### config.mk
export PLATFORM = sky130hd
export DESIGN_NAME = match_ctl
export DESIGN_NICKNAME = d
export VERILOG_FILES = /design/src/rtl/game_pkg.sv /design/src/rtl/match_ctl_edge_det.sv /design/src/rtl/match_ctl.sv
export SDC_FILE = /design/constraint.sdc
export NUM_CORES = 1
export LEC_CHECK = 0
export CAP_MARGIN = 0
export CORE_ASPECT_RATIO = 1.5
export CORE_MARGIN = 4
export CORE_UTILIZATION = 25
export DETAILED_ROUTE_END_ITERATION = 12
export SYNTH_ARGS = -nofsm -noshare
export SYNTH_HDL_FRONTEND = slang
export SYNTH_HIERARCHICAL = 1
export SYNTH_SLANG_ARGS = --single-unit
### constraint.sdc
create_clock -name clk -period 2.2 [get_ports clk]
set_input_delay 0.33 -clock clk [delete_from_list [all_inputs] [get_ports clk]]
set_output_delay 0.33 -clock clk [all_outputs]
set_load 0.03 [all_outputs]
### src/rtl/game_pkg.sv
// Shared game definitions: FSM state encoding, winner encoding, score width
// and a saturating score increment.
package game_pkg;

  localparam int SCORE_W = 2;

  typedef enum logic [2:0] {
    ST_IDLE  = 3'd0,
    ST_SERVE = 3'd1,
    ST_PLAY  = 3'd2,
    ST_POINT = 3'd3,
    ST_OVER  = 3'd4,
    ST_PAUSE = 3'd5
  } state_e;

  localparam logic [1:0] WIN_NONE = 2'b00;
  localparam logic [1:0] WIN_P1   = 2'b01;
  localparam logic [1:0] WIN_P2   = 2'b10;

  function automatic logic [SCORE_W-1:0] sat_inc(input logic [SCORE_W-1:0] v,
                                                 input logic [SCORE_W-1:0] lim);
    return (v >= lim) ? v : v + SCORE_W'(1);
  endfunction

endpackage

### src/rtl/match_ctl_edge_det.sv
// One-bit input register followed by a rising-edge detector; the edge is
// reported one cycle after the input changes.
module edge_det (
  input  logic clk,
  input  logic rst,
  input  logic d_i,
  output logic rise_o
);

  logic cur_q;
  logic prev_q;

  always_ff @(posedge clk) begin
    if (rst) begin
      cur_q  <= 1'b0;
      prev_q <= 1'b0;
    end else begin
      cur_q  <= d_i;
      prev_q <= cur_q;
    end
  end

  assign rise_o = cur_q & ~prev_q;

endmodule

### src/rtl/match_ctl.sv
// Match sequencing FSM: serve, play, point hold and game-over with scoring.
// Optional pause support is built when MATCH_CTL_PAUSE_EN is defined.
module match_ctl
  import game_pkg::*;
#(
  parameter int WIN_SCORE    = 3,
  parameter int SERVE_FRAMES = 60,
  parameter int POINT_FRAMES = 90
) (
  input  logic                 clk,
  input  logic                 rst,
  input  logic                 vsync_in,
  input  logic                 start,
  input  logic                 pause,
  input  logic                 point_p1,
  input  logic                 point_p2,
  output logic                 ball_run,
  output logic                 ball_serve,
  output logic                 serve_dir,
  output logic [SCORE_W-1:0]   score_p1,
  output logic [SCORE_W-1:0]   score_p2,
  output logic [1:0]           winner,
  output logic [2:0]           state
);

  localparam logic [SCORE_W-1:0] WIN_N   = SCORE_W'(WIN_SCORE);
  localparam logic [7:0]         SERVE_N = 8'(SERVE_FRAMES);
  localparam logic [7:0]         POINT_N = 8'(POINT_FRAMES);

  logic tick, start_edge, pause_edge;

  edge_det u_vsync (.clk(clk), .rst(rst), .d_i(vsync_in), .rise_o(tick));
  edge_det u_start (.clk(clk), .rst(rst), .d_i(start),    .rise_o(start_edge));
  edge_det u_pause (.clk(clk), .rst(rst), .d_i(pause),    .rise_o(pause_edge));

  state_e               state_q, state_d;
  logic [7:0]           cnt_q, cnt_d;
  logic [SCORE_W-1:0]   score_p1_q, score_p1_d, score_p2_q, score_p2_d;
  logic [1:0]           winner_q, winner_d;
  logic                 serve_dir_q, serve_dir_d;
  logic                 ball_serve_q, ball_serve_d;
  logic                 ball_run_q, ball_run_d;

  always_ff @(posedge clk) begin
    if (rst) begin
      state_q      <= ST_IDLE;
      cnt_q        <= 8'd0;
      score_p1_q   <= '0;
      score_p2_q   <= '0;
      winner_q     <= WIN_NONE;
      serve_dir_q  <= 1'b0;
      ball_serve_q <= 1'b0;
      ball_run_q   <= 1'b0;
    end else begin
      state_q      <= state_d;
      cnt_q        <= cnt_d;
      score_p1_q   <= score_p1_d;
      score_p2_q   <= score_p2_d;
      winner_q     <= winner_d;
      serve_dir_q  <= serve_dir_d;
      ball_serve_q <= ball_serve_d;
      ball_run_q   <= ball_run_d;
    end
  end

  always_comb begin
    state_d      = state_q;
    cnt_d        = cnt_q;
    score_p1_d   = score_p1_q;
    score_p2_d   = score_p2_q;
    winner_d     = winner_q;
    serve_dir_d  = serve_dir_q;
    ball_serve_d = 1'b0;

    case (state_q)
      ST_IDLE, ST_OVER: begin
        if (start_edge) begin
          score_p1_d  = '0;
          score_p2_d  = '0;
          winner_d    = WIN_NONE;
          serve_dir_d = 1'b0;
          state_d     = ST_SERVE;
        end
      end
      ST_SERVE: begin
        if (tick) begin
          cnt_d = cnt_q + 8'd1;
          if (cnt_q + 8'd1 == SERVE_N) begin
            state_d      = ST_PLAY;
            ball_serve_d = 1'b1;
          end
        end
      end
      ST_PLAY: begin
        // Player 1 has priority when both players score in the same cycle.
        if (point_p1) begin
          score_p1_d  = sat_inc(score_p1_q, WIN_N);
          serve_dir_d = 1'b1;
          state_d     = ST_POINT;
        end else if (point_p2) begin
          score_p2_d  = sat_inc(score_p2_q, WIN_N);
          serve_dir_d = 1'b0;
          state_d     = ST_POINT;
        end
`ifdef MATCH_CTL_PAUSE_EN
        else if (pause_edge) begin
          state_d = ST_PAUSE;
        end
`endif
      end
      ST_POINT: begin
        if (tick) begin
          cnt_d = cnt_q + 8'd1;
          if (cnt_q + 8'd1 == POINT_N) begin
            if (score_p1_q == WIN_N || score_p2_q == WIN_N) begin
              state_d  = ST_OVER;
              winner_d = (score_p1_q == WIN_N) ? WIN_P1 : WIN_P2;
            end else begin
              state_d = ST_SERVE;
            end
          end
        end
      end
      // Only reachable when pause support is built in.
      ST_PAUSE: begin
        if (pause_edge) state_d = ST_PLAY;
      end
      default: state_d = ST_IDLE;
    endcase

    if (state_d != state_q) cnt_d = 8'd0;
    ball_run_d = (state_d == ST_PLAY);
  end

  assign ball_run   = ball_run_q;
  assign ball_serve = ball_serve_q;
  assign serve_dir  = serve_dir_q;
  assign score_p1   = score_p1_q;
  assign score_p2   = score_p2_q;
  assign winner     = winner_q;
  assign state      = state_q;

endmodule
After elaboration in Yosys (flattened, before gate mapping)
Cells that the tools add are included.
{"block": "classes", "order_cmp": 2, "eq_ne": 21, "mux": 28, "n_bitwise": 8, "add_sub_neg": 3, "div": 0, "n_shift": 0, "n_reduce_logical": 13, "multipliers": 0}
{"op": "3-bit two-way mux", "count": 9}
{"op": "2-bit two-way mux", "count": 10}
{"op": "2-bit inequality test, second input constant", "count": 9}
{"op": "3-bit one-hot mux with 5 select lines", "count": 1}
{"op": "2-bit one-hot mux with 2 select lines", "count": 3}
{"op": "5-bit AND reduction", "count": 2}
{"op": "3-bit by 2-bit == test with 1-bit output, second input constant", "count": 3}
{"op": "8-bit by 1-bit adder with 8-bit output, second input constant", "count": 1}
{"op": "8-bit by 6-bit == test with 1-bit output, second input constant", "count": 1}
{"op": "8-bit by 7-bit == test with 1-bit output, second input constant", "count": 1}
{"op": "3-bit == test, second input constant", "count": 2}
{"op": "2-bit OR reduction", "count": 3}
{"op": "1-bit inverter", "count": 5}
{"op": "2-bit by 1-bit adder with 2-bit output, second input constant", "count": 2}
{"op": "2-bit == test, second input constant", "count": 2}
{"op": "2-bit greater-or-equal comparator, second input constant", "count": 2}
{"op": "1-bit two-way mux", "count": 4}
{"op": "4-bit AND reduction", "count": 1}
{"op": "2-bit nonzero test", "count": 2}
{"op": "1-bit AND", "count": 3}
{"op": "3-bit by 1-bit == test with 1-bit output, second input constant", "count": 1}
{"op": "3-bit logical NOT", "count": 1}
{"op": "3-bit inequality test", "count": 1}
{"op": "3-bit inequality test, second input constant", "count": 1}
{"op": "other kinds (5)", "count": 5}
{"block": "word_totals", "reg_bits": 26, "latchBits": 0, "mem_bits_ro": 0, "n_memories": 0, "output_inout_bits": 12, "mem_bits_rw": 0}

Logic depth before layout (Yosys ltp)
{"block": "depth", "ltp_word": 8, "depth_mapped": 7, "mapped_depth_nobuf": 7}

Cells and area by module
The synthesis kept the hierarchy.
{"mod": "match_ctl", "cells_each": 128, "area_each_um2": 1118.6, "n_inst": 1}
{"mod": "edge_det", "cells_each": 5, "area_each_um2": 61.3, "n_inst": 3}

Least setup slack after synthesis
Ideal clock, no wire load.
{"block": "synth_timing", "path_type": "register to register", "from": "register state_q[0], in the netlist state[0]", "to": "register cnt_q[0]", "setup_time_ns": 0.126, "t_arrival_ns": 1.491, "required_ns": 2.074, "slack_ns": 0.583, "stages_incl_launch_ff": 7, "cell_sequence": "dfxtp_1 -> buf_2 -> nand2_1 -> nor3_1 -> a22oi_2 -> o2111ai_4 -> nor2_1"}
{"block": "synth_via", "elab_chain_cells": 5}
{"element": "start: declaration", "line": "match_ctl.sv:36", "rtl": "state_e state_q, state_d;"}
{"element": "start signal: assignment", "line": "match_ctl.sv:55", "rtl": "state_q <= state_d;"}
{"element": "3-bit == test, or another cell as far along", "line": "match_ctl.sv:75", "rtl": "case (state_q)"}
{"element": "2-bit OR reduction, or another cell as far along", "line": "match_ctl.sv:75"}
{"element": "3-bit one-hot mux with 5 select lines", "line": "match_ctl.sv:75"}
{"element": "3-bit inequality test", "line": "match_ctl.sv:131", "rtl": "if (state_d != state_q) cnt_d = 8'd0;"}
{"element": "2-bit OR reduction (no line)"}
{"element": "end signal: assignment", "line": "match_ctl.sv:56", "rtl": "cnt_q <= cnt_d;"}
{"element": "end: declaration", "line": "match_ctl.sv:37", "rtl": "logic [7:0] cnt_q, cnt_d;"}
Parallel ways exist; a longest one is shown, timed or not.
A chain may end at the register's enable or synchronous reset.

Worst setup path after layout
{"block": "layout_timing", "from": "register state_q[0], in the netlist state[0]", "to": "output port state[0]"}
{"element": "end: declaration", "line": "match_ctl.sv:23", "rtl": "output logic [2:0] state"}
No word-level cell between the ends.

==> impl_results.md <==
* Status: finished, final reports clean
* R2R setup slack at 0.41 ns
* Yosys cell types at 44
* Layout Nets at roughly 170
* Worst Path Buf+Inv at 1
* Yosys warning count at 6
* Wire length of the first global-routing pass at approximately 4600 um
* Syn Std Cell Area at approximately 1300 um^2
* Vias at 1043
* Clock root cell: clkbuf_8
* Number of buffers inserted by hold repair at cts at 0
* Worst Setup EP: state[0]
* GRT Residual Overflow at 0
* Worst EP arrival at ~1.6 ns
* Worst Setup SP: state[0]$_SDFF_PP0_
* CTS tree: yes
* CTS resizes at 0
* Clock skew at approximately 0.0034 ns
* Crit path launch type: flip-flop
* Filler instances at roughly 530
* Delay of the slowest critical-path stage at approximately 0.75 ns
* Total power at 0.000853 W
* Initial antenna violation count at 0
* Synthesized area per cell at 9.11 um^2
* FF-to-FF path depth at 6
* Worst setup EP type: primary output
* Postcts setup bufs at 0
* Fmax at around 0.52 GHz
* Stages on worst setup path at 1
* Initial Utilization at between 20% and 30%
* Sequential element share of the synthesized area at about two fifths
* Boundary pin count at 19
* CP required at between 1.5 and 2 ns
* Fin Setup TNS at 0 ns
* Final WS setup at 0.279 ns
* Via-per-instance ratio at roughly 4.6
* CTS Sinks at 26
* Height of the die at between 90 and 100 um
* Final setup vio count at 0
* 1st-iter DRT viols at 26
* Delay-heaviest family, CP: buffers and inverters
* Reg area at 520 um^2
* DP Area at about 1600 um^2
* Place WS at between 0.3 and 0.4 ns
* Synth Register Bits at 26
* Measured slew at the worst slew-check pin at about 0.46 ns
* Critical path peak fanout at 10
* Final Max Slew Viols at 0
* HP Class: flip-flop to flip-flop
* Worst path cell trace: clkdlybuf4s50_1
* Vias in the first global route at roughly 1k
* Clk slew on worst S/H paths at 0.09 ns
* Fin crit share at slightly below 90%
* Primary FF master, synth: dfxtp_1
* GR Util All Layers at around a tenth
* Gpl congestion at a little under 0.8
* Die Wd at ~67 um
* R2R Path Start: cnt_q[0]$_SDFFE_PP0P_
* Antenna viol nets, final at 0
* Final instance area at between 1500 and 2000 um^2
* Drt drc at 0
* CTS Buffer Depth at 2
* CORE AREA at roughly 4900 um^2
* Maxcap violations at 0
* Pwr dens at about 530 nW/um^2
* R2R Path End: cnt_q[6]$_SDFFE_PP0P_
* Leakage Power at 0.520 nW
* Hold Path Origin: serve_dir$_SDFFE_PP0P_
* Peak VDD IR at 266 uV
* Worst rel slew slack at around 70%
* Synthesized Nets at approximately 150
* Share of layout cells above drive strength 1 at between 10% and 20%
* Worst-Skew Late Latency at roughly 0.27 ns
* Fin. Hold Viols at 0
* Final hold slack at 0.459 ns
* CTS H-tree depth at 1
* Ant diodes at 0
* CP Class: flip-flop to primary output
* Fraction of registers with async set/reset at 0%
* Total clock buffers created by CTS at 3
* Number of synthesized flops with an enable pin at 0
* Multi-input logic area at between 700 and 800 um^2
* Mapped Cells at ~140
* TritonRoute pass-1 iters at 5
* PortBufs at 18
* Area delta synth->final at 23.7%
* Largest net degree at the start of global routing at 19
* Rows at 31
* Routed length per instance at ~12 um
* CP max stage cell: clkdlybuf4s50_1
* WL final at roughly 2700 um
* RSZ-0062 raised after global routing: false
* Die area at approximately 6500 um^2
* HPWL Detailed at around 2100 um
* Post-layout min period at 1.92 ns
-- layer usage --
metal  share of wire [%]  track usage, %  vias up
met5                   0               0        -
met4                 2.9            6.77        0
met3                 2.4           0.810        6
met2                  52            16.6       20
met1                  43            10.1      481
li1                    -               -      536
-- per-stage QoR --
step / utilization [%] / instances
floorplan: - / 143
CTS: 32.7 / 228
global route: 32.7 / 228
global placement: 31.6 / 224
detailed placement: 31.6 / 224
finish: 32.7 / 228
-- layout by cell type (no fill, tap or decap), drive strengths merged, types with 4 or more instances in the layout --
| master | n |
|---|---|
| nand3 | 9 |
| nand2 | 13 |
| a21oi | 7 |
| clkdlybuf4s50 | 18 |
| xnor2 | 4 |
| o21ai | 4 |
| ha | 4 |
| nor2b | 10 |
| clkbuf | 4 |
| dfxtp | 26 |
| nor2 | 18 |
| inv | 6 |
-- cells in the mapped netlist (all sizes together), types with 2 or more instances --
library cell  count  area share, %
o2111ai           3            3.4
o21ai             4            1.5
nand2            13            3.7
buf               3            1.2
o41ai             2            1.3
a22oi             2            1.5
nand4bb           2            3.0
inv               6            1.7
xor2              3            2.0
nor2b            10            5.4
ha                4            3.8
nand3             9            3.5
nor4              2            1.4
xnor2             4            2.7
nor3              3            1.5
and2              2           0.96
nor2             18            5.2
dfxtp            26             40
mux2              2            1.7
clkbuf            2           0.67
a21oi             7            2.7
a211oi            2            1.9
-- where the power goes --
part	switching [W]	internal (W)	leakage, nW
registers	0.00000743	0.000478	0.211
logic	0.0000330	0.0000297	0.280
clock network	0.000145	0.000160	0.0288
-- worst min path at each step --
| stage | end | cells past startpoint |
|---|---|---|
| 3_5_place_dp | u_vsync/prev_q$_SDFF_PP0_ | 1 |
| 6_report | serve_dir$_SDFFE_PP0P_ | 2 |
| 4_1_cts | serve_dir$_SDFFE_PP0P_ | 2 |
| 5_1_grt | u_vsync/prev_q$_SDFF_PP0_ | 1 |
| 2_1_floorplan | u_pause/cur_q$_SDFF_PP0_ | 1 |
| 3_3_place_gp | u_vsync/prev_q$_SDFF_PP0_ | 1 |
-- cells by family (layout without fill, tap and decap cells) --
kind of cell	count (synthesis)	after routing	synth area share [%]
AO/OA/AOI/OAI	25	25	15.7
XOR/XNOR	7	7	4.71
adder cells (fa/ha/maj)	4	4	3.84
buffers and inverters	11	30	3.55
flip-flops	26	26	40.0
multiplexers	3	3	2.50
AND/OR/NAND/NOR	67	67	29.8
-- registers in the layout (all words and copies together), names as in the netlist, 2 cells and up --
| register | cells |
|---|---|
| state | 3 |
| winner | 2 |
| score_p1 | 2 |
| cnt_q | 8 |
| score_p2 | 2 |
-- worst register-to-register path, delay by kind of cell (launching register included) --
family / cells / cell delay (ns)
adder cells (fa/ha/maj): 1 / 0.28
AND/OR/NAND/NOR: 3 / 0.45
flip-flops: 1 / 0.41
AO/OA/AOI/OAI: 2 / 0.54
-- layout make-up --
class / count / share of cell area (%)
inverter: 6 / 1.40
clock buffer: 4 / 3.42
tap: 66 / 5.12
multi-input combinational: 106 / 45.7
sequential: 26 / 32.3
timing repair buffer: 20 / 12.1
Power figures use the tool's default switching activity.
